### src/rtl/uart_tx_arbiter.sv
// rtl/uart_tx_arbiter.sv - round-robin arbiter sharing one uart_tx among NUM_REQ byte producers
// Packet grant lock is compiled in with UART_TX_ARB_LOCK_EN.
module uart_tx_arbiter #(
    parameter int NUM_REQ    = 4,
    parameter int BUSY_GUARD = 4
) (
    input  logic                       clk,
    input  logic                       rst,
    input  logic [NUM_REQ-1:0]         req_valid,
    input  logic [8*NUM_REQ-1:0]       req_data,
    input  logic [NUM_REQ-1:0]         req_last,
    output logic [NUM_REQ-1:0]         req_ack,
    output logic                       tx_start,
    output logic [7:0]                 tx_data,
    input  logic                       tx_busy,
    output logic [$clog2(NUM_REQ)-1:0] grant_id,
    output logic                       active,
    output logic                       locked,
    output logic                       tx_err
);
    localparam int IDW = $clog2(NUM_REQ);

    typedef enum logic [1:0] {IDLE, WAIT_BUSY, WAIT_DONE} state_t;

    state_t             state, state_d;
    logic [IDW-1:0]     ptr, ptr_d, grant_d, winner;
    logic [3:0]         guard, guard_d;
    logic               start_d, active_d, err_d, lock_d, found;
    logic [7:0]         data_d;
    logic [NUM_REQ-1:0] ack_d, cand;
    logic [7:0]         req_byte [NUM_REQ];
    int                 idx;

    function automatic logic [IDW-1:0] next_idx(input logic [IDW-1:0] i);
        if (int'(i) == NUM_REQ - 1) return '0;
        return i + IDW'(1);
    endfunction

`ifndef UART_TX_ARB_LOCK_EN
    logic unused_last;
    assign unused_last = ^req_last;
`endif

    always_comb begin
        for (int i = 0; i < NUM_REQ; i++) req_byte[i] = req_data[8*i +: 8];
    end

    // Walk downward so the last hit is the first set index at or above ptr.
    always_comb begin
        cand = req_valid;
        if (locked) cand = req_valid & (NUM_REQ'(1) << grant_id);
        found  = 1'b0;
        winner = ptr;
        idx    = 0;
        for (int k = NUM_REQ - 1; k >= 0; k--) begin
            idx = int'(ptr) + k;
            if (idx >= NUM_REQ) idx = idx - NUM_REQ;
            if (cand[IDW'(idx)]) begin
                found  = 1'b1;
                winner = IDW'(idx);
            end
        end
    end

    always_comb begin
        state_d  = state;
        ptr_d    = ptr;
        guard_d  = guard;
        start_d  = 1'b0;
        ack_d    = '0;
        data_d   = tx_data;
        grant_d  = grant_id;
        active_d = active;
        err_d    = 1'b0;
        lock_d   = locked;
        case (state)
            IDLE: begin
                if (found && !tx_busy) begin
                    start_d  = 1'b1;
                    data_d   = req_byte[winner];
                    ack_d    = NUM_REQ'(1) << winner;
                    grant_d  = winner;
                    active_d = 1'b1;
                    guard_d  = '0;
                    state_d  = WAIT_BUSY;
`ifdef UART_TX_ARB_LOCK_EN
                    if (req_last[winner]) begin
                        lock_d = 1'b0;
                        ptr_d  = next_idx(winner);
                    end else begin
                        lock_d = 1'b1;
                    end
`else
                    ptr_d = next_idx(winner);
`endif
                end
            end
            WAIT_BUSY: begin
                if (tx_busy) begin
                    state_d = WAIT_DONE;
                end else if (guard + 4'd1 == 4'(BUSY_GUARD)) begin
                    // Transmitter never answered: drop the frame and release any packet lock.
                    err_d    = 1'b1;
                    active_d = 1'b0;
                    lock_d   = 1'b0;
                    ptr_d    = next_idx(grant_id);
                    state_d  = IDLE;
                end else begin
                    guard_d = guard + 4'd1;
                end
            end
            WAIT_DONE: begin
                if (!tx_busy) begin
                    active_d = 1'b0;
                    state_d  = IDLE;
                end
            end
            default: state_d = IDLE;
        endcase
    end

    always_ff @(posedge clk or posedge rst) begin
        if (rst) begin
            state    <= IDLE;
            ptr      <= '0;
            guard    <= '0;
            tx_start <= 1'b0;
            tx_data  <= 8'h00;
            req_ack  <= '0;
            grant_id <= '0;
            active   <= 1'b0;
            locked   <= 1'b0;
            tx_err   <= 1'b0;
        end else begin
            state    <= state_d;
            ptr      <= ptr_d;
            guard    <= guard_d;
            tx_start <= start_d;
            tx_data  <= data_d;
            req_ack  <= ack_d;
            grant_id <= grant_d;
            active   <= active_d;
            locked   <= lock_d;
            tx_err   <= err_d;
        end
    end
endmodule
### config.mk
export PLATFORM = sky130hd
export DESIGN_NAME = uart_tx_arbiter
export DESIGN_NICKNAME = d
export VERILOG_FILES = /design/src/rtl/uart_tx_arbiter.sv
export SDC_FILE = /design/constraint.sdc
export NUM_CORES = 1
export LEC_CHECK = 0
export CAP_MARGIN = 20
export CELL_PAD_IN_SITES_DETAIL_PLACEMENT = 1
export CELL_PAD_IN_SITES_GLOBAL_PLACEMENT = 1
export CORE_ASPECT_RATIO = 0.5
export CORE_MARGIN = 3
export CORE_UTILIZATION = 33
export CTS_CLUSTER_DIAMETER = 120
export DETAILED_ROUTE_END_ITERATION = 10
export PLACE_DENSITY = 0.89
export SKIP_LAST_GASP = 1
export SLEW_MARGIN = 20
export SYNTH_ARGS = -nofsm -noshare
export SYNTH_HDL_FRONTEND = slang
export SYNTH_SLANG_ARGS = --single-unit
### constraint.sdc
create_clock -name clk -period 3 [get_ports clk]
set_input_delay 0.3 -clock clk [delete_from_list [all_inputs] [get_ports clk]]
set_output_delay 0.3 -clock clk [all_outputs]
set_load 0.01 [all_outputs]
==> impl_results.md <==
* Iter 0 DRT Violations at 42
* Largest area contributor in the netlist: dfrtp_1
* Clk sink count at 25
* Nets@finish at between 200 and 300
* Post-Synth Simple-Gate Area at 12.8%
* Power density cells at 785 nW/um2
* XOR/XNOR Fraction of Synth Area at 0%
* Slew Viols, Final at 0
* Maximum Capacitance Violations at 0
* H-Tree Depth at 1
* Cell Area, Synth at 1720 um2
* Layout fillers at 535
* Leak at 1.02 nW
* Final hold vios at 0
* Critical Path, Cell by Cell: clkdlybuf4s50_1, and2b_2, o21a_1, nor3_2, ha_1, mux2_2, mux2_2
* Async SR Flop Fraction at 100%
* Vias in the first global route at 1793
* First-pass GRT wire length at 8680 um
* DRC at 0
* I/O pins at 61
* GPL Wtd Cong at 0.821
* Most used cell, CP: mux2_2
* Crit path max-delay cell type: clkdlybuf4s50_1
* Synth-to-Final Area Change at 39.0%
* Yosys reg bits at 25
* Critical Path Source Type: primary input
* Detailed Place HPWL at 3960 um
* Worst-Skew Late Latency at approximately 0.28 ns
* Syn nets at about 230
* CP Max Fanout at 8
* CTS hold repair buffers at 0
* Final Instance Count excl. Fillers at 297
* Slew headroom at 51.1%
* Clock Root Buffer: clkbuf_8
* Sequential fraction of the synthesis area at 36.3%
* Effective utilization at floorplan at a little over a third
* Die height at 57.1 um
* Adder-cell share of the synthesized area at 7.99%
* Worst-Margin Slew at 0.729 ns
* Synth area leaders: dfrtp_1 (36%), ha_1 (8.0%), mux2i_1 (5.8%), o221ai_1 (4.1%), o31ai_1 (3.9%)
* Clock-pin slew on the worst setup and hold paths at around 0.10 ns
* Final core occ at between 50% and 60%
* CP max stage delay at roughly 0.62 ns
* Core area at 4700 um2
* CP arrival at 2.68 ns
* Die X at 108 um
* Warnings, synthesis at 0
* Area fraction in compound gates after synthesis at a little over a quarter
* Unrepaired setup endpoints after global routing: no
* Fin crit share at 83.5%
* Top FF cell, synth: dfrtp_1
* Storage element area at about 630 um2
* Total Wirelength at 5250 um
* Die area at just over 6000 um2
* Initial antenna violation count at 0
* Largest buffer count on any clock path at 2
* Largest net degree at the start of global routing at 26
* EDFF count, synth at 0
* Total gr overflow at 0
* TNS Setup at 0 ns
* Wire per inst at roughly 18 um
* Post-Syn Instances at 174
* Mux cell area share after synthesis at 9.08%
* Fmax at 399 MHz
* Vias per cell at 5.29
* CTS Buf Count at 3
* Top delay family on crit path: simple AND/OR/NAND/NOR gates
* Synth top area share at 36.3%
* Vias at 1572
* Hold Crit Class: primary input to async pin
* Syn_area_per_cell at 9.89 um2
* Outcome: completed
* Row Count at 17
* Crit path buf inv count at 1
* Share of cells above drive strength 1 at 9.96%
* Total track usage at 18.0%
* Post-CTS Setup Inserts at 0
* Clock Skews at 0.00549 ns
* Dpl ws at 0.215 ns
* Crit. End Element: flip-flop
* Ant diodes at 0
* Fin crit period at 2.50 ns
* WS Path Type: primary input to flip-flop
* Post-route ant nets at 0
* Netlist cell types at 42
* PostCTS Resize Cnt at 0
* Largest family of logic cells by synthesized area: compound AO/OA/AOI/OAI gates
* # port buffers at 55
* DRT Pass-1 Iters at 4
* Area of the multi-input gates at 983 um2
* Top post-synthesis cells by count: dfrtp_1 (25), inv_1 (17), ha_1 (11), o21ai_1 (11), mux2i_1 (10)
* Critical Path RT at between 3 and 4 ns
* Worst Setup Slack, final at 0.496 ns
* CTS tree: built
* Final setup viols at 0
* Top-count cell post-synth: dfrtp_1
* Dpl cells at 293
* VDD IR-drop max at 0.000331 V
==> sequential cells by signal, summed over array words and instances (netlist names) <==
register  count
req_ack       4
grant_id      2
tx_err        1
tx_start      1
active        1
guard         4
ptr           2
tx_data       8
state         2
==> area by class of cell <==
class	instances	share of cell area (%)
clock inverters	1	0.314
flip-flops and latches	25	26.2
multi-input cells	125	41.1
repair buffers	60	24.6
inverters	17	2.67
well taps	66	3.45
clock buffers	3	1.73
==> power breakdown <==
group	leakage [nW]	switching, W	internal (W)
sequential	0.314	0.000112	0.000470
combinational	0.683	0.000539	0.000535
clock	0.0217	0.000126	0.0000946
==> metrics by stage <==
step | power (W) | cell area (um2) | hold slack, ns
after global routing | 0.00203 | 2390 | 0.435
after detailed placement | 0.00166 | 2340 | 0.528
after global placement | 0.00158 | 2340 | 0.514
final | 0.00188 | 2390 | 0.377
after CTS | 0.00189 | 2390 | 0.551
after floorplan | 0.00122 | 1720 | 0.327
==> cells in the final DEF, fill, tap and decap left out, types with 7 or more instances in the layout <==
| cell type | netlist | layout |
|---|---|---|
| clkdlybuf4s50_1 | 0 | 55 |
| dfrtp_1 | 25 | 25 |
| inv_1 | 17 | 16 |
| o21ai_1 | 11 | 11 |
| ha_1 | 11 | 11 |
| mux2i_1 | 10 | 10 |
| o31ai_1 | 9 | 9 |
| a21boi_0 | 8 | 8 |
| o221ai_1 | 8 | 8 |
| nand2b_1 | 7 | 7 |
==> path summary, 6_finish.rpt <==
path                                   start    endpoint  slack (ns)  cells past startpoint
worst max-delay path            req_valid[3]      ptr[1]        0.50                      7
worst min-delay path                     rst      active        0.38                      2
worst max register to register      state[1]      ptr[1]        0.64                      6
worst min register to register        active      active        0.55                      2
max in group asynchronous                rst  tx_data[3]        2.24                      2
min in group clk                      active      active        0.55                      2
==> logic make-up after synthesis <==
kind of cell / count (synthesis)
adder cells (fa/ha/maj): 11
AO/OA/AOI/OAI: 62
AND/OR/NAND/NOR: 36
buffers and inverters: 24
other: 1
multiplexers: 15
flip-flops: 25
==> per-layer routing <==
metal	share of wire (%)	up-vias	GRT usage [%]
li1	-	746	-
met1	40	771	19.4
met5	0	-	0
met2	54	46	35.1
met4	1.8	0	6.12
met3	4.4	9	3.84
No activity file was read; power rests on OpenSTA's default activity.
